$ cat src/rtl/uart_result_tx.sv
// uart_result_tx: UART 8N1 transmitter for the register-file result byte.
// One frame in flight plus a one-entry holding register, so a second byte
// can be queued while the first is still being shifted out.
`timescale 1ns/1ps

module uart_result_tx #(
  parameter int CLK_FREQ = 100_000_000,
  parameter int BAUD     = 9600
) (
  input  logic       clk,
  input  logic       rst_n,
  input  logic       tx_start,
  input  logic [7:0] tx_data,
  output logic       tx_ready,
  output logic       tx_busy,
  output logic       tx_done,
  output logic       uart_txd
);

  localparam int DIV = CLK_FREQ / BAUD;
  localparam int CW  = (DIV > 2) ? $clog2(DIV) : 1;
  localparam logic [CW-1:0] CNT_LAST = CW'(DIV - 1);

  typedef enum logic [1:0] {
    IDLE  = 2'd0,
    START = 2'd1,
    DATA  = 2'd2,
    STOP  = 2'd3
  } state_t;

  state_t          state;
  logic [CW-1:0]   baud_cnt;
  logic [2:0]      bit_idx;
  logic [7:0]      shifter;
  logic [7:0]      hold_data;
  logic            hold_valid;

  logic bit_tick;
  logic accept;
  logic to_hold;

  assign bit_tick = (baud_cnt == CNT_LAST);
  assign accept   = tx_start && tx_ready;
  // A request goes to the holding register unless the shifter can take it
  // right now: either the line is idle or the current stop bit ends this cycle.
  assign to_hold  = accept && (state != IDLE) && !((state == STOP) && bit_tick);

  // Frame sequencer, bit timing and registered line/status outputs.
  always_ff @(posedge clk or negedge rst_n) begin
    if (!rst_n) begin
      state      <= IDLE;
      baud_cnt   <= '0;
      bit_idx    <= '0;
      shifter    <= '0;
      hold_data  <= '0;
      hold_valid <= 1'b0;
      tx_ready   <= 1'b1;
      tx_busy    <= 1'b0;
      tx_done    <= 1'b0;
      uart_txd   <= 1'b1;
    end else begin
      // NOTE: non-blocking assignments throughout; a later assignment in this
      // block overrides these defaults for the same edge, which is how the
      // one-cycle tx_done pulse and the counter wrap are expressed.
      tx_done  <= 1'b0;
      baud_cnt <= bit_tick ? '0 : baud_cnt + CW'(1);

      case (state)
        IDLE: begin
          baud_cnt <= '0;
          if (accept) begin
            shifter  <= tx_data;
            state    <= START;
            uart_txd <= 1'b0;
            tx_busy  <= 1'b1;
          end else if (hold_valid) begin
            shifter    <= hold_data;
            hold_valid <= 1'b0;
            tx_ready   <= 1'b1;
            state      <= START;
            uart_txd   <= 1'b0;
            tx_busy    <= 1'b1;
          end
        end

        START: begin
          if (bit_tick) begin
            state    <= DATA;
            bit_idx  <= '0;
            uart_txd <= shifter[0];
            shifter  <= {1'b0, shifter[7:1]};
          end
        end

        DATA: begin
          if (bit_tick) begin
            if (bit_idx == 3'd7) begin
              state    <= STOP;
              uart_txd <= 1'b1;
            end else begin
              bit_idx  <= bit_idx + 3'd1;
              uart_txd <= shifter[0];
              shifter  <= {1'b0, shifter[7:1]};
            end
          end
        end

        STOP: begin
          if (bit_tick) begin
            tx_done <= 1'b1;
            if (hold_valid) begin
              // Queued byte follows immediately, no idle gap on the line.
              shifter    <= hold_data;
              hold_valid <= 1'b0;
              tx_ready   <= 1'b1;
              state      <= START;
              uart_txd   <= 1'b0;
            end else if (accept) begin
              shifter  <= tx_data;
              state    <= START;
              uart_txd <= 1'b0;
            end else begin
              state   <= IDLE;
              tx_busy <= 1'b0;
            end
          end
        end

        default: begin
          state    <= IDLE;
          uart_txd <= 1'b1;
          tx_busy  <= 1'b0;
        end
      endcase

      // Second request while a frame is in flight parks in the hold register.
      if (to_hold) begin
        hold_data  <= tx_data;
        hold_valid <= 1'b1;
        tx_ready   <= 1'b0;
      end
    end
  end

endmodule

$ cat config.mk
export PLATFORM = sky130hd
export DESIGN_NAME = uart_result_tx
export DESIGN_NICKNAME = d
export VERILOG_FILES = /design/src/rtl/uart_result_tx.sv
export SDC_FILE = /design/constraint.sdc
export NUM_CORES = 1
export LEC_CHECK = 0
export CAP_MARGIN = 10
export CORE_UTILIZATION = 50
export DETAILED_ROUTE_END_ITERATION = 7
export DONT_BUFFER_PORTS = 1
export PLACE_DENSITY = 0.75
export SYNTH_ARGS = -nofsm -noshare
export SYNTH_HDL_FRONTEND = slang
export SYNTH_SLANG_ARGS = --single-unit
$ cat constraint.sdc
create_clock -name clk -period 2.6 [get_ports clk]
set_clock_uncertainty 0.05 [all_clocks]
set_input_delay 0.26 -clock clk [delete_from_list [all_inputs] [get_ports clk]]
set_output_delay 0.26 -clock clk [all_outputs]
set_load 0.03 [all_outputs]
# Word level (Yosys, flattened, before mapping)
# Index checks and enable logic that the tools add are counted.
[totals]
regBits = 40
latch_bits = 0
mem_bits_rw = 0
rom_bits = 0
inputBits = 11
out_inout_bits = 4
n_memories = 0
[op_classes]
addsub = 2
multipliers = 0
div_mod_pow = 0
magnitude_cmp = 0
n_eq_ne = 16
shift = 0
muxes = 49
n_bitwise = 0
reduce_logical = 16
[ops]
columns = ["cell", "n"]
rows = [
  ["$mux 8", 8],
  ["$pmux 8 s4", 1],
  ["$mux 14", 2],
  ["$mux 1", 23],
  ["$reduce_and 5->1", 3],
  ["$add 14x1->14 const B", 1],
  ["$eq 14x14->1 const B", 1],
  ["$ne 2x2->1 const B", 7],
  ["$mux 2", 6],
  ["$ne 3x3->1 const B", 4],
  ["$mux 3", 3],
  ["$pmux 2 s4", 1],
  ["$pmux 1 s2", 3],
  ["$pmux 3 s2", 1],
  ["$reduce_and 6->1", 1],
  ["$reduce_bool 2->1", 3],
  ["$eq 2x2->1 const B", 2],
  ["$logic_and 1x1->1", 4],
  ["$pmux 1 s4", 1],
  ["$reduce_and 4->1", 1],
  ["$add 3x1->3 const B", 1],
  ["$eq 3x3->1 const B", 1],
  ["$reduce_and 3->1", 1],
  ["$reduce_bool 3->1", 1],
  ["other kinds (3)", 3],
]

# Depth between registers and ports, before layout
# Gate-level depths: netlist (run 1).
[logic_depth]
ltp_word = 6
ltp_mapped = 8
depth_no_buf = 6

# Worst setup path before layout (run 1)
# OpenSTA, ideal clock, no wires.
[synth_path]
path_type = "flip-flop to flip-flop"
startpoint = "register baud_cnt[0]"
endpoint = "register hold_data[0]"
setup_time_ns = 0.125
arrival_ns = 1.948
required_time_ns = 2.425
slack_ns = 0.478
stages_incl_launch_ff = 8
n_path_buf = 2
path_cell_list = "dfrtp_1 ha_1 and4_4 buf_6 and4_1 buf_6 a211oi_4 mux2_2"
[synth_via]
elab_chain_len = 4
[synth_lines]
columns = ["item", "line_no", "rtl"]
rows = [
  ["start: declaration", "32", "logic [CW-1:0] baud_cnt;"],
  ["start signal: assignment", "66", "baud_cnt <= bit_tick ? '0 : baud_cnt + CW'(1);"],
  ["$eq 14x14->1", "42", "assign bit_tick = (baud_cnt == CNT_LAST);"],
  ["$logic_and 1x1->1", "46", "assign to_hold = accept && (state != IDLE) && !((state == STOP) && bit_tick);"],
  ["$logic_not 1->1", "46", ""],
  ["$logic_and 1x1->1", "46", ""],
  ["end signal: assignment", "138", "hold_data <= tx_data;"],
  ["end: declaration", "35", "logic [7:0] hold_data;"],
]
# No other way between the ends.
# A chain may end at the register's enable or synchronous reset.

# Final worst setup path (run 1)
[layout_path]
startpoint = "register baud_cnt[0]"
endpoint = "register hold_data[2]"
# Same word-level chain as after synthesis.

==> metrics.yaml, run 1 <==
finalSetupTns_ns: 0
grt_usage: 0.185
met3_usage: 0.0494
num_rows: 24
status: "finished, final reports clean"
cts_buffer_depth: 2
r2r_slack_ns: 0.33
numPortBuffers: 0
syn_nets: 239
hold_end: "hold_data[4]"
start_util: 0.521
grtUsageMet2: 0.273
vias_per_cell: 5.85
dieWidth_um: 69.4
power_density_mw_per_mm2: 476
routed_wl_um: 3960
netlist_area_mm2: 0.00227
cts_setup_buffers: 0
route.detailed.drc: 0
place_hpwl_um: 2710
areaGrowthSynthToFinish_pct: 5.57
p_leak_nw: 1.05
clock-root-buffer: "clkbuf_8"
sw_frac_of_total: 0.225
internal-power_mw: 0.884
insertion_delay_ns: 0.30
cap_violations: 0
core_area_mm2: 0.00435
period_share: 0.872
peakVddDrop_mv: 0.252
drt-pass1-iter-count: 4
ant_nets: 0
syn_inst: 220
die_h_um: 69.4
yosysUniqueCellTypes: 41
worstSetupPathType: "flop to flop"
critPathMaxFanout: 8
rsz0062_at_grt: "no"
avgRoutedWirePerCell_um: 14.7
hp-class: "primary input to flop"
cp.arrival_ns: 2.39
numCtsBuffers: 5
clock_sinks: 40
timing.rr.start: "baud_cnt[0]"
worst_pin_slew_ns: 0.608
path_clk_slew_ns: 0.08
antenna_cells: 0
p_comb_frac: 0.052
ys_ff_latch: 40
num-nets-final: 236
relSlewSlack: 0.594
startpoint_type: "flop"
grt_pass1_wl_um: 7090
drt_iter0_drc: 102
yosysSeqAreaShare: 0.442
worstHoldPathCells: 1
ios: 15
grt_pass1_vias: 1514
ff2ff_path_depth: 5
grt_busiest_layer: "met2"
setup_viol: 0
period_minus_slack_ns: 2.27
worstPathRequired_ns: 2.72
grt_max_degree: 41
yosys_warnings: 0
timing.rr.end: "hold_data[2]"
syn-mean-instance-area_um2: 10.3
power_frac_seq: 0.573
fmax_ghz: 0.441
power.total_mw: 1.14
tritoncts: "built"
htreeDepth: 2
die_area_mm2: 0.00481
cp-end-kind: "flop"
slew_viol_final: 0
finalWeightedCongestion: 0.789
vias: 1579
hold_viol_final: 0
p_clk_frac: 0.375
antenna_found_initial: 0
grt_remaining_overflow: 0
min_from: "tx_data[4]"
p_switching_mw: 0.256
grt_use_met1: 0.253
drive_gt1_frac: 0.197
-- worst max-delay path, stage by stage, from the launching register on --
cell      delay [ns]
dfrtp_1         0.42
ha_1            0.25
and4_4          0.18
and4_1          0.30
a211oi_4        0.55
mux2_2          0.39
-- placed cells by master, fill, tap and decap left out, types with 3 or more instances in the layout --
cell,Yosys,final
a221oi_1,8,8
nand3_1,4,4
nor3_1,4,4
mux2_2,26,26
nand2_1,26,26
xor2_1,5,5
ha_1,8,8
clkbuf_8,0,6
dfrtp_1,38,38
o21ai_0,10,10
and2_1,4,4
a22o_1,3,3
a31oi_1,7,7
nand4_1,7,7
nor2_1,13,13
a21oi_1,3,3
inv_1,7,7
xnor2_1,7,7
-- how the worst max path moves through the flow --
stage,startpoint,end,slack (ns),cells after the start
after floorplan,baud_cnt[0],hold_data[0],0.48,7
after global placement,baud_cnt[4],shifter[3],0.38,4
after detailed placement,baud_cnt[4],shifter[3],0.35,4
after CTS,baud_cnt[0],hold_data[2],0.34,5
after global routing,baud_cnt[4],shifter[6],0.16,4
final,baud_cnt[0],hold_data[2],0.33,5
-- cell type report --
type                       count  area [um2]
tap                           52        65.1
sequential                    40        1000
fill                         368        1960
clock inverter                 2        10.0
timing repair buffer           3        37.5
clock buffer                   6        82.6
multi-input combinational    160        1170
inverter                       7        26.3
-- power by group through the flow --
stage / sequential [mW] / combinational [mW] / clock (mW)
final: 0.653 / 0.0597 / 0.427
after global routing: 0.656 / 0.0676 / 0.462
after CTS: 0.653 / 0.0611 / 0.439
after detailed placement: 0.666 / 0.0435 / 0
after global placement: 0.665 / 0.0429 / 0
after floorplan: 0.658 / 0.0434 / 0
-- layer usage --
| metal | vias to the layer above | share of wire |
|---|---|---|
| li1 | 787 | - |
| met1 | 758 | 0.48 |
| met5 | - | 0 |
| met2 | 26 | 0.46 |
| met4 | 0 | 0.018 |
| met3 | 8 | 0.041 |
-- metrics by stage --
stage	area [um2]	utilization	hold WS, ns	setup slack [ns]	std cells
6_report	2390	0.550	0.0567	0.332	270
5_1_grt	2390	0.550	0.0451	0.158	270
4_1_cts	2390	0.550	0.0518	0.341	270
3_5_place_dp	2270	0.522	-0.0845	0.354	260
3_3_place_gp	2270	0.522	-0.0844	0.381	260
2_1_floorplan	2270	-	-0.0856	0.478	220
-- synthesized netlist by cell type, drive strengths merged --
master	n	area [um2]
nor3	4	20.0
a31oi	7	43.8
xor2	5	43.8
o211a	2	20.0
nor2b	2	12.5
o21ai	10	50.1
a21boi	1	7.51
mux2i	2	20.0
dfstp	2	52.6
a211oi	3	35.0
a22o	3	26.3
nand3	4	20.0
buf	5	38.8
xnor2	7	61.3
nor4	2	12.5
a21o	1	7.51
or2	1	6.26
ha	8	100
o31ai	1	7.51
nand2	27	104
a22oi	1	7.51
o211ai	2	15.0
a21oi	3	15.0
nor2	13	48.8
and3b	1	8.76
nand2b	1	6.26
clkbuf	8	30.0
a221oi	8	70.1
mux2	26	293
and4	4	38.8
and2	4	25.0
nand4	7	43.8
dfrtp	38	951
inv	7	26.3
-- cell families after synthesis --
kind of cell,after synthesis,synth area share
xor gates and xnor gates,12,0.0463
muxes,28,0.138
and+or+nand+nor,70,0.153
DFF,40,0.442
AOI/OAI and AO/OA,42,0.135
buffers and inverters,20,0.0419
adders and majority gates,8,0.0441
-- timing repair --
action | in CTS | in global routing
hold buffers | 2 | 0
hold endpoints to repair | 40 | 0
gates resized for setup | 0 | 0
-- registers in the layout, summed over array words and instances (netlist names) --
signal and cells:
hold_data 8, baud_cnt 14, tx_done 1, tx_ready 1
hold_valid 1, state 2, shifter 8, tx_busy 1
uart_txd 1, bit_idx 3
No activity file was read; power rests on OpenSTA's default activity.
==> run 2, diff against run 1 <==
Settings changed: SETUP_SLACK_MARGIN from default to 0.15.
==> results of run 2 <==
Final layout, timing and power as in run 1 (identical DEF).
==> run 3, diff against run 2 <==
Settings changed: CAP_MARGIN 10 to 20.
==> results of run 3 <==
Final layout, timing and power as in run 1 (identical DEF).
==> edit 1, RTL diff (settings of run 2) <==
The 4 states of `state_t` get a one-hot encoding in 4 bits.
--- a/src/rtl/uart_result_tx.sv
+++ b/src/rtl/uart_result_tx.sv
@@ -23,7 +23,7 @@
 
-  typedef enum logic [1:0] {
-    IDLE  = 2'd0,
-    START = 2'd1,
-    DATA  = 2'd2,
-    STOP  = 2'd3
+  typedef enum logic [3:0] {
+    IDLE  = 4'b0001,
+    START = 4'b0010,
+    DATA  = 4'b0100,
+    STOP  = 4'b1000
   } state_t;
Behaviour: no difference found for any inputs over 10 cycles, from zero or initial values and one cycle with rst_n low; not proved beyond that.
==> edit 1 against run 2 <==
Setup slack worse by 32 ps. Sequential cell count is 2 higher. Via count is 8.6% higher. Die area is 2.3% higher. Critical path type unchanged. Routed wire length is 13% higher. Design area is 6.5% higher. Total power is 4.4% higher. Area after synthesis is 2.4% higher.
==> edit 1: results (changes against run 2) <==
Reg2Reg Setup Slack=300 ps (was 330 ps); Worst Path Arrival=2430 ps (was 2390 ps); hpwl dp=2.988 mm (was 2.715 mm); Worst Setup SP=baud_cnt[9] (was baud_cnt[0]); Finished Layout Cells=288 (was 270); # nets final=249 (was 236); pin count of the biggest net entering global routing=43 (was 41); VDD IR max=0.1642 mV (was 0.2518 mV); post-synth cell types=42 (was 41); Routability Congestion=0.7930 (was 0.7890); met1 GRT Util=30.19% (was 25.33%); status=completed (unchanged); grt met3 use=4.762% (was 4.942%); number of global-route vias before repair=1,649 (was 1,514); share of layout cells above drive strength 1=19.92% (was 19.72%); met2 Usage GRT=29.70% (was 27.29%); vias=1,715 (was 1,579); sequential share of the synthesized area=45.42% (was 44.24%); worst reg2reg path endpoint=shifter[4] (was hold_data[2]); final WL=4.487 mm (was 3.958 mm); Cells after Synth=226 (was 220); placed inst area=0.002414 mm^2 (was 0.002272 mm^2); Post-Place Cells=277 (was 260); top cells by count, synth=dfrtp_1 (39), nand2_1 (25), nor2_1 (21), mux2i_1 (14), o21ai_0 (12) (was dfrtp_1 (38), mux2_2 (26), nand2_1 (26), nor2_1 (13), o21ai_0 (10)); crit path to=shifter[4] (was hold_data[2])
## edit 1: changes by cell type after synthesis, sizes merged, moves of 7 or more
| cell | change |
|---|---|
| mux2i | +12 |
| mux2 | -11 |
| a221oi | -8 |
| nor2 | +8 |
| a21oi | +7 |
| o221ai | +7 |
## edit 1: critical path: stages (launching register included)
cell and delay [ps]:
dfrtp_2 450, or4b_4 530, or4_4 500, a22oi_4 220
nand2_4 130, mux2_4 310
## edit 1: layer usage
metal	up-vias	share of wire, %
li1	837	-
met1	843	49
met2	35	47
met3	0	3.2
met4	0	0
met5	-	0
## edit 1: cells by family (layout without fill, tap and decap cells)
kind of cell	after synthesis	in the layout	share of synthesized area, %
AND/OR/NAND/NOR	84	84	18.97
AO/OA/AOI/OAI	43	43	12.61
XOR/XNOR	12	12	4.526
adder cells (fa/ha/maj)	3	3	1.617
multiplexers	29	29	14.44
flip-flops	42	42	45.42
buffers and inverters	13	23	2.425
## edit 1: what timing repair did
item | CTS | global route
hold buffers | 3 | 0
gates resized for setup | 0 | 1
setup endpoints to repair | 0 | 7
endpoints found under the hold margin | 43 | 0
## edit 1: worst min path at each step
| stage | from | slack (ps) | cells after the start | to |
|---|---|---|---|---|
| 2_1_floorplan | rst_n | -90 | 0 | baud_cnt[0] |
| 3_3_place_gp | rst_n | -80 | 0 | state[2] |
| 3_5_place_dp | rst_n | -80 | 0 | bit_idx[2] |
| 4_1_cts | tx_data[6] | 50 | 1 | hold_data[6] |
| 5_1_grt | tx_data[4] | 40 | 1 | hold_data[4] |
| 6_report | tx_data[3] | 60 | 1 | hold_data[3] |
## edit 1: power by group
part,switching (mW),internal [mW]
Clock,0.233,0.214
Combinational,0.0335,0.0308
Sequential,0.0104,0.669
Total,0.276,0.913
## edit 1: per-stage QoR
step                setup WS, ps  util [%]
detailed placement         195.5     54.68
CTS                        195.8     57.74
floorplan                  170.5         -
global route               218.1     57.77
global placement           233.5     54.68
finish                     300.2     57.77
## edit 1: cell type report
cell class              count  area, um^2  area share, %
multi-input cells         171        1211          47.50
flip-flops and latches     42        1056          41.41
repair buffers             13       115.1          4.514
clock buffers               6       82.58          3.238
well taps                  52       65.06          2.552
clock inverters             2       12.51         0.4907
inverters                   2       7.507         0.2944
==> edit 2, RTL diff (settings of run 2) <==
Without the edit above. The parameter `CLK_FREQ` goes from 100_000_000 to 400_000_000.
--- a/src/rtl/uart_result_tx.sv
+++ b/src/rtl/uart_result_tx.sv
@@ -6,3 +6,3 @@
 module uart_result_tx #(
-  parameter int CLK_FREQ = 100_000_000,
+  parameter int CLK_FREQ = 400_000_000,
   parameter int BAUD     = 9600
Formal check against the unedited RTL: same outputs for any inputs over 10 cycles, from zero or initial values and one cycle with rst_n low; that may be too few to reach the edited logic, so the function may still have changed.
==> edit 2 against run 2 <==
Area after synthesis increased by 6.2%. The flow now finishes with violations (DRC). Sequential cell count increased by 2. Non-clock buffer count increased by 9. Routed wire length increased by 16%. Sequential share of layout area decreased by 2.5 points. Design area increased by 12%. Setup slack got worse by 120 ps. Critical path type unchanged.
Power is not compared: it rests on default switching activity, and its combinational part moved more than twofold at a synthesized area within 25%.
==> edit 2: results (changes against run 2) <==
main area contributors after synthesis=dfrtp_1 (42%), mux2_2 (8.9%), mux2_4 (5.6%), ha_1 (4.7%), nor2_1 (4.1%) (was dfrtp_1 (42%), mux2_2 (13%), ha_1 (4.4%), nand2_1 (4.3%), a221oi_1 (3.1%)); Worst Path Arrival=2530 ps (was 2390 ps); Top delay family on crit path=simple AND/OR/NAND/NOR gates (was compound AO/OA/AOI/OAI gates); pin count of the biggest net entering global routing=43 (was 41); post-synth net total=248 (was 239); top flop regs=baud_cnt: 16 flops, hold_data: 8 flops, shifter: 8 flops (was baud_cnt: 14 flops, hold_data: 8 flops, shifter: 8 flops); drt pass-1 iters=6 (was 4); status=complete, but fails checks (was completed); share of layout cells above drive strength 1=25.74% (was 19.72%); vias=1,672 (was 1,579); Post-Place Cells=273 (was 260); grt met3 use=4.360% (was 4.942%); met1 GRT Util=26.12% (was 25.33%); slowest stage cell, crit path=or4_4 (was a211oi_4); met2 Usage GRT=32.59% (was 27.29%); Routability Congestion=0.7909 (was 0.7890); DRT iter0 DRCs=130 (was 102); worst-margin pin slew=622.8 ps (was 608.4 ps); hpwl dp=3.099 mm (was 2.715 mm); failing checks=DRC; drt drc=3 (was 0); sequential share of the synthesized area=43.74% (was 44.24%); first-pass GRT wire length=7.886 mm (was 7.093 mm); Filler cells=358 (was 368); top cells by count, synth=dfrtp_1 (40), nor2_1 (26), nand2_1 (24), mux2_2 (19) (was dfrtp_1 (38), mux2_2 (26), nand2_1 (26), nor2_1 (13), o21ai_0 (10)); Cells after Synth=228 (was 220); vias per inst=5.785 (was 5.848)
-- edit 2: layout make-up --
| cell class | instances | area, um^2 | share of cell area, % |
|---|---|---|---|
| multi-input combinational | 167 | 1271 | 47.45 |
| timing repair buffer | 12 | 120.1 | 4.484 |
| clock buffer | 5 | 68.82 | 2.569 |
| tap | 52 | 65.06 | 2.429 |
| inverter | 8 | 30.03 | 1.121 |
| sequential | 42 | 1055 | 39.37 |
| clock inverter | 3 | 68.82 | 2.569 |
-- edit 2: worst paths after layout --
kind                        startpoint      endpoint  slack, ps  cells past startpoint
max                        baud_cnt[4]    shifter[2]        210                      7
min                         tx_data[2]  hold_data[2]         40                      1
max reg2reg                baud_cnt[4]    shifter[2]        210                      7
min reg2reg                 shifter[1]    shifter[1]        470                      1
max in group asynchronous        rst_n      uart_txd       1860                      2
min in group asynchronous        rst_n    shifter[0]        370                      2
-- edit 2: worst reg2reg max path: cells and delay by family, from the launching register on --
| kind | cells | cell delay, ps |
|---|---|---|
| AND/OR/NAND/NOR | 3 | 1040 |
| AO/OA/AOI/OAI | 1 | 170 |
| flip-flops | 1 | 420 |
| buffers and inverters | 2 | 310 |
| multiplexers | 1 | 300 |
-- edit 2: through the flow --
step	setup WS, ps	utilization, %	cell area, um^2	power [mW]
6_report	211.2	59.47	2679	3.320
2_1_floorplan	317.3	-	2409	2.311
3_3_place_gp	219.4	54.56	2457	2.575
3_5_place_dp	186.6	54.56	2457	2.618
4_1_cts	170.6	58.50	2635	3.273
5_1_grt	132.4	59.47	2679	3.527
-- edit 2: power breakdown --
part           internal, mW  leakage, nW  switching [mW]  total (mW)
Sequential            0.883        0.539           0.238        1.12
Combinational         0.828        0.577           0.747        1.58
Clock                 0.385       0.0683           0.239       0.623
Total                  2.10         1.18            1.22        3.32
-- edit 2: repair_timing --
action,in CTS,in global routing
hold buffers,3,0
hold endpoints to repair,43,0
buffers inserted,0,5
setup endpoints to repair,0,9
gates resized for setup,0,2
-- edit 2: metal layers --
metal	vias up	part of all wire (%)
li1	817	-
met1	817	47
met2	32	48
met3	6	4.0
met4	0	1.3
met5	-	0
-- edit 2: kinds of logic after synthesis --
logic type,synth area share (%)
muxes,15.32
adders and majority gates,4.675
DFF,43.74
buffers and inverters,3.689
AOI/OAI and AO/OA,9.714
xor gates and xnor gates,5.091
and+or+nand+nor,17.77
